$ cat config.mk
export PLATFORM = sky130hd
export DESIGN_NAME = sdio_reg_bridge
export DESIGN_NICKNAME = d
export VERILOG_FILES = /design/src/rtl/sdio_reg_bridge.sv
export SDC_FILE = /design/constraint.sdc
export NUM_CORES = 1
export LEC_CHECK = 0
export CAP_MARGIN = 20
export CELL_PAD_IN_SITES_DETAIL_PLACEMENT = 0
export CELL_PAD_IN_SITES_GLOBAL_PLACEMENT = 1
export CORE_MARGIN = 3
export CORE_UTILIZATION = 35
export CTS_CLUSTER_SIZE = 20
export DETAILED_ROUTE_END_ITERATION = 8
export GPL_TIMING_DRIVEN = 0
export PLACE_DENSITY_LB_ADDON = 0.1
export SLEW_MARGIN = 20
export SYNTH_ARGS = -nofsm -noshare
export SYNTH_HDL_FRONTEND = slang
export SYNTH_SLANG_ARGS = --single-unit
export TNS_END_PERCENT = 5
$ cat constraint.sdc
create_clock -name sd_clk -period 3 [get_ports sd_clk]
set_clock_uncertainty 0.05 [all_clocks]
set_input_delay 0.6 -clock sd_clk [delete_from_list [all_inputs] [get_ports sd_clk]]
set_output_delay 0.6 -clock sd_clk [all_outputs]
set_load 0.01 [all_outputs]
$ cat src/rtl/sdio_reg_bridge.sv
// Frame-driven initiator for the SD-domain 8-bit register bus.
// Decodes header/address/data bytes from rx into register writes or reads, and returns read bytes on tx.
module sdio_reg_bridge #(
  parameter bit              AUTO_INC = 1'b1,
  parameter int unsigned     TO_W     = 16,
  parameter logic [TO_W-1:0] TO_CYC   = TO_W'(16'hFFFF)
) (
  input  logic       sd_clk,
  input  logic       rstn,
  input  logic       rx_valid,
  input  logic [7:0] rx_data,
  output logic       rx_ready,
  output logic       tx_valid,
  output logic [7:0] tx_data,
  input  logic       tx_ready,
  input  logic       abort,
  output logic [7:0] reg_addr,
  output logic [7:0] reg_wdata,
  output logic       reg_data_wr_sd,
  output logic       reg_addr_wr_sd,
  input  logic [7:0] reg_rdata,
  output logic       busy,
  output logic       frame_done,
  output logic       err_timeout
);

  typedef enum logic [2:0] {IDLE, ADDR, WDATA, RD_REQ, RD_CAP, RD_WAIT} state_t;

  localparam logic [TO_W-1:0] TO_LAST   = TO_CYC - TO_W'(1);
  localparam bit              TO_EN     = (TO_CYC != '0);
  localparam logic [7:0]      ADDR_STEP = {7'd0, AUTO_INC};

  state_t          state_q;
  logic            dir_q;
  logic [7:0]      len_q;
  logic [7:0]      addr_q;
  logic [7:0]      reg_addr_q;
  logic [7:0]      reg_wdata_q;
  logic [7:0]      tx_data_q;
  logic [TO_W-1:0] to_q;
  logic            wr_stb_q;
  logic            rd_stb_q;
  logic            tx_valid_q;
  logic            done_q;
  logic            err_q;

  logic [7:0]      addr_d;
  logic            to_hit_d;
  logic            rx_open_d;

  assign addr_d    = addr_q + ADDR_STEP;
  assign to_hit_d  = TO_EN && !rx_valid && (to_q == TO_LAST);
  assign rx_open_d = (state_q == ADDR) || (state_q == WDATA);

  // An abort mid-frame refuses the byte so it is not silently swallowed.
  assign rx_ready       = (state_q == IDLE) || (rx_open_d && !abort);
  assign busy           = (state_q != IDLE);
  assign tx_valid       = tx_valid_q;
  assign tx_data        = tx_data_q;
  assign reg_addr       = reg_addr_q;
  assign reg_wdata      = reg_wdata_q;
  assign reg_data_wr_sd = wr_stb_q;
  assign reg_addr_wr_sd = rd_stb_q;
  assign frame_done     = done_q;
  assign err_timeout    = err_q;

  always_ff @(posedge sd_clk or negedge rstn) begin
    if (!rstn) begin
      state_q     <= IDLE;
      dir_q       <= 1'b0;
      len_q       <= 8'd0;
      addr_q      <= 8'd0;
      reg_addr_q  <= 8'd0;
      reg_wdata_q <= 8'd0;
      tx_data_q   <= 8'd0;
      to_q        <= '0;
      wr_stb_q    <= 1'b0;
      rd_stb_q    <= 1'b0;
      tx_valid_q  <= 1'b0;
      done_q      <= 1'b0;
      err_q       <= 1'b0;
    end else begin
      wr_stb_q <= 1'b0;
      rd_stb_q <= 1'b0;
      done_q   <= 1'b0;
      err_q    <= 1'b0;
      if (abort && state_q != IDLE) begin
        state_q    <= IDLE;
        tx_valid_q <= 1'b0;
        to_q       <= '0;
      end else begin
        case (state_q)
          IDLE: begin
            to_q <= '0;
            if (rx_valid) begin
              dir_q   <= rx_data[7];
              len_q   <= {1'b0, rx_data[6:0]} + 8'd1;
              state_q <= ADDR;
            end
          end
          // The read strobe is raised on entry to RD_REQ so reg_rdata is valid during RD_CAP.
          ADDR: begin
            if (rx_valid) begin
              addr_q <= rx_data;
              to_q   <= '0;
              if (dir_q) begin
                state_q <= WDATA;
              end else begin
                reg_addr_q <= rx_data;
                rd_stb_q   <= 1'b1;
                state_q    <= RD_REQ;
              end
            end else if (to_hit_d) begin
              to_q    <= '0;
              err_q   <= 1'b1;
              state_q <= IDLE;
            end else begin
              to_q <= to_q + TO_W'(1);
            end
          end
          WDATA: begin
            if (rx_valid) begin
              reg_addr_q  <= addr_q;
              reg_wdata_q <= rx_data;
              wr_stb_q    <= 1'b1;
              addr_q      <= addr_d;
              len_q       <= len_q - 8'd1;
              to_q        <= '0;
              if (len_q == 8'd1) begin
                done_q  <= 1'b1;
                state_q <= IDLE;
              end
            end else if (to_hit_d) begin
              to_q    <= '0;
              err_q   <= 1'b1;
              state_q <= IDLE;
            end else begin
              to_q <= to_q + TO_W'(1);
            end
          end
          RD_REQ: state_q <= RD_CAP;
          RD_CAP: begin
            tx_data_q  <= reg_rdata;
            tx_valid_q <= 1'b1;
            state_q    <= RD_WAIT;
          end
          RD_WAIT: begin
            if (tx_ready) begin
              tx_valid_q <= 1'b0;
              addr_q     <= addr_d;
              len_q      <= len_q - 8'd1;
              if (len_q == 8'd1) begin
                done_q  <= 1'b1;
                state_q <= IDLE;
              end else begin
                reg_addr_q <= addr_d;
                rd_stb_q   <= 1'b1;
                state_q    <= RD_REQ;
              end
            end
          end
          default: state_q <= IDLE;
        endcase
      end
    end
  end

endmodule

# Word level (Yosys, flattened, before mapping)
# Index checks and enable logic that the tools add are counted.
[classes]
n_addsub = 4
n_mul = 0
div = 0
order_cmp = 0
eq_ne = 16
shift = 0
muxes = 49
bitwise = 1
reduce_logical = 22
[ops]
columns = ["operator", "count"]
rows = [
  ["$mux 8", 11],
  ["$pmux 8 s3", 3],
  ["$mux 16", 3],
  ["$pmux 16 s2", 1],
  ["$mux 3", 7],
  ["$mux 1", 19],
  ["$pmux 3 s6", 1],
  ["$add 16x1->16 const B", 1],
  ["$eq 16x16->1 const B", 1],
  ["$reduce_bool 3->1", 5],
  ["$ne 2x2->1 const B", 6],
  ["$reduce_and 5->1", 2],
  ["$reduce_and 3->1", 3],
  ["$add 7x1->8 const B", 1],
  ["$add 8x1->8 const B", 1],
  ["$eq 8x1->1 const B", 1],
  ["$sub 8x1->8 const B", 1],
  ["$reduce_and 7->1", 1],
  ["$eq 3x2->1 const B", 2],
  ["$eq 3x3->1 const B", 2],
  ["$pmux 1 s2", 3],
  ["$ne 4x2->1 const B", 1],
  ["$reduce_and 2->1", 2],
  ["$eq 3x1->1 const B", 1],
  ["other kinds (9)", 13],
]
[word_totals]
regBits = 65
latch_bits = 0
ramBits = 0
romBits = 0
input_bits = 21
out_inout_bits = 31
elab_cells = 105
memories = 0

# Depth between registers and ports, before layout
# Gate-level depths: netlist of run 1.
[depth]
depth_word = 6
mapped_depth = 8
depth_no_buf = 6

# Worst setup path after synthesis of run 1
# No wires, ideal clock.
[synth_timing]
path_type = "in2out"
start = "input port abort"
end = "output port rx_ready"
t_arrival_ps = 1251
required_time_ps = 2350
path_slack_ps = 1099
path_stages = 4
cell_sequence = "clkbuf_1 inv_1 a21oi_1 nor2_1"
[synth_between]
elab_chain_len = 3
[synth_rtl]
columns = ["item", "line", "source"]
rows = [
  ["start: declaration", "16", "input logic abort,"],
  ["$logic_not 1->1", "56", "assign rx_ready = (state_q == IDLE) || (rx_open_d && !abort);"],
  ["$logic_and 1x1->1", "56", ""],
  ["$logic_or 1x1->1", "56", ""],
  ["end: declaration", "12", "output logic rx_ready,"],
]
# Every way passes these cells.

# Worst setup path after layout of run 1
[layout_timing]
start = "register state_q[2]"
end = "output port busy"
[layout_between]
elab_chain_len = 1
[layout_rtl]
columns = ["item", "line", "source"]
rows = [
  ["start: declaration", "33", "state_t state_q;"],
  ["start signal: assignment", "69", "state_q <= IDLE;"],
  ["start signal: assignment", "88", "state_q <= IDLE;"],
  ["start signal: assignment", "98", "state_q <= ADDR;"],
  ["$reduce_bool 3->1", "57", "assign busy = (state_q != IDLE);"],
  ["end: declaration", "22", "output logic busy,"],
]
# Every way passes these cells.

==> impl_metrics.json, run 1 <==
{
  "outcome": "finished clean",
  "worstPathArrival_ns": 2.07,
  "p_comb_share_pct": 41.4,
  "synth.most_common_cell": "dfrtp_1",
  "multi_input_area_mm2": 0.00203,
  "clock_path_buffers": 2,
  "area_growth_pct": 24.0,
  "cts_tree": "built",
  "yosysTopAreaCellShare_pct": 42.3,
  "finalNonFillerCells": 597,
  "critPathMaxFanout": 10,
  "start_util_pct": 36.6,
  "fin_crit_ns": 2.72,
  "critPathCaptureType": "output pin",
  "period_share_pct": 90.5,
  "maxCapViolations": 0,
  "syn-num-nets": 421,
  "insertedDiodeCount": 0,
  "worstMarginPinSlew_ns": 0.629,
  "worst_slack_ns": 0.284,
  "clock_sinks": 65,
  "synth_edf_count": 0,
  "power_frac_seq_pct": 35.8,
  "stdcell_area_mm2": 0.00477,
  "dp_slack_ns": -0.266,
  "syn_area_per_cell_um2": 9.77,
  "drc": 0,
  "regArea_mm2": 0.00163,
  "detail_route.wl_per_cell_um": 18.2,
  "ioPinCount": 52,
  "critPathBufInv": 3,
  "cts_made_buffers": 9,
  "yosysUniqueCellTypes": 70,
  "slowest_stage": "clkdlybuf4s50_1",
  "p_int_mw": 2.43,
  "grt_pass1_vias": 3521,
  "final-setup-viol-count": 0,
  "placed_cells": 581,
  "vias_per_cell": 5.78,
  "path_cells": "buf_2 > clkbuf_1 > or3_1 > clkdlybuf4s50_1",
  "grt_usage_pct": 18.3,
  "syn_area_mm2": 0.00385,
  "critPathRequiredTime_ns": 2.35,
  "h-tree-depth": 3,
  "grt_pass1_wl_um": 18400,
  "antenna_found_initial": 0,
  "coreArea_mm2": 0.0105,
  "ir_worst_vdd_uv": 382,
  "cts.clk_slew.worst_paths_ns": 0.08,
  "place_congestion": 0.811,
  "finalHoldViolCount": 0,
  "grt_setup_unrepaired": "false",
  "synthFlopType": "dfrtp_1",
  "synth_area_leader_cell": "dfrtp_1",
  "layout-drive-gt1-share_pct": 14.8,
  "netlist_instances": 394,
  "grt-ovfl-total": 0,
  "p_sw_mw": 1.40,
  "die_w_um": 111,
  "fp-row-count": 37,
  "vias": 3451,
  "finalNetCount": 483,
  "hpwl_um": 7640,
  "p_per_area_mw_per_mm2": 802,
  "portBuffers": 50,
  "hp-class": "in -> async",
  "cts_root_buf": "clkbuf_8",
  "synth_seq_cells": 65,
  "ant_nets": 0,
  "first_iter_violations": 197,
  "leakage_nw": 1.93,
  "power_switching_share_pct": 36.5,
  "slowest_delay_ns": 0.49,
  "netlist_top_cells_area": "dfrtp_1, mux2_2, o21ai_0, nand3_1, a31oi_1",
  "worstSkewPairLatency_ns": 0.34,
  "async_flop_share_pct": 100,
  "cts_hold_buf": 0,
  "fp.dieArea_mm2": 0.0123,
  "die_height_um": 111,
  "dr.pass1.iters": 6,
  "post_cts_resized": 2,
  "slew_headroom_pct": 57.9,
  "hold_slack_ns": 0.155,
  "wirelength_um": 10900,
  "postCtsSetupBuffers": 0,
  "ys_seq_area_share_pct": 42.3,
  "crit_family": "buffers and inverters",
  "yosysWarnings": 0,
  "fill_cells": 1065,
  "grt_max_degree": 34,
  "clkPwrFrac_pct": 22.7,
  "place_area_mm2": 0.00454,
  "synth_common_cells": "dfrtp_1, o21ai_0, nand2_1, nand3_1, a21oi_1",
  "report.final.slew_viol_count": 0,
  "criticalPathCategory": "reg -> out",
  "cp-start-kind": "register",
  "fmax_ghz": 0.368
}
metrics by stage:
step,power (mW),utilization [%],setup TNS [ns]
2_1_floorplan,2.31,-,0
3_3_place_gp,2.95,43.0,-76.36
3_5_place_dp,2.97,43.2,-0.266
4_1_cts,3.86,45.4,0
5_1_grt,4.11,45.4,0
6_report,3.83,45.4,0
cell type report:
type / count / share of cell area [%]
multi-input cells: 287 / 42.5
flip-flops and latches: 65 / 34.1
repair buffers: 51 / 10.9
well taps: 136 / 3.57
clock buffers: 12 / 3.25
plain buffers: 28 / 3.02
clock inverters: 4 / 1.57
inverters: 14 / 1.10
worst paths after layout:
path	end	depth (start not counted)	start	slack [ns]
min in group sd_clk	tx_valid	1	tx_valid	0.44
min reg2reg	tx_valid	1	tx_valid	0.44
max	busy	4	state_q[2]	0.28
max reg2reg	reg_addr[3]	7	state_q[0]	0.75
min	addr_q[7]	1	rstn	0.15
max in group asynchronous	len_q[6]	2	rstn	2.21
placed cells by master, fill, tap and decap left out, drive strengths merged, types with 3 or more instances in the layout:
cell,n
or4,5
o2111ai,3
nor2b,3
o22ai,5
and3,7
clkdlybuf4s50,48
a31o,4
clkbuf,21
a22oi,3
or3b,4
dfrtp,65
o211ai,5
nand3,19
a31oi,15
a22o,5
and2,3
nor2,17
buf,21
a21oi,18
or3,3
nand2,21
ha,6
nand2b,3
nand3b,3
nor3,13
a21boi,3
a41oi,3
nand4,12
a21o,6
inv,14
nor4bb,3
mux2i,5
mux2,21
o21ai,27
xnor2,4
nor4,6
a221o,3
power groups by stage:
| stage | clock (mW) | combinational [mW] | sequential (mW) |
|---|---|---|---|
| floorplan | 0 | 0.904 | 1.40 |
| global placement | 0 | 1.57 | 1.38 |
| detailed placement | 0 | 1.58 | 1.38 |
| CTS | 0.891 | 1.60 | 1.37 |
| global route | 0.937 | 1.76 | 1.41 |
| finish | 0.870 | 1.59 | 1.37 |
metal layers:
layer,wire (µm),GRT usage [%],part of all wire (%),up-vias
met5,0,0,0,-
met4,142,5.25,1.3,0
met3,618,4.69,5.7,14
met2,4890,27.7,45,96
met1,5230,25.7,48,1712
li1,-,-,-,1629
sequential cells by signal (all words and copies together) (netlist names):
register,count
reg_addr,8
err_timeout,1
addr_q,8
frame_done,1
len_q,8
to_q,16
tx_data,8
tx_valid,1
reg_wdata,8
reg_addr_wr_sd,1
reg_data_wr_sd,1
state_q,3
dir_q,1
kinds of logic (layout without fill, tap and decap cells):
family	count (synthesis)	count (layout)	share of synthesized area, %
AO/OA/AOI/OAI	118	118	21.5
AND/OR/NAND/NOR	131	131	20.5
XOR/XNOR	6	6	1.37
flip-flops	65	65	42.3
buffers and inverters	42	109	5.01
adder cells (fa/ha/maj)	6	6	1.95
multiplexers	26	26	7.45
(Power assumes the default switching activity.)
==> run 2, diff against run 1 <==
--- a/config.mk
+++ b/config.mk
@@ -5,6 +5,7 @@
 export SDC_FILE = /design/constraint.sdc
 export NUM_CORES = 1
 export LEC_CHECK = 0
+export ABC_CLOCK_PERIOD_IN_PS = 3000
 export CAP_MARGIN = 20
 export CELL_PAD_IN_SITES_DETAIL_PLACEMENT = 0
 export CELL_PAD_IN_SITES_GLOBAL_PLACEMENT = 1
==> results of run 2 <==
The final DEF is identical to that of run 1; final timing and power are the same.
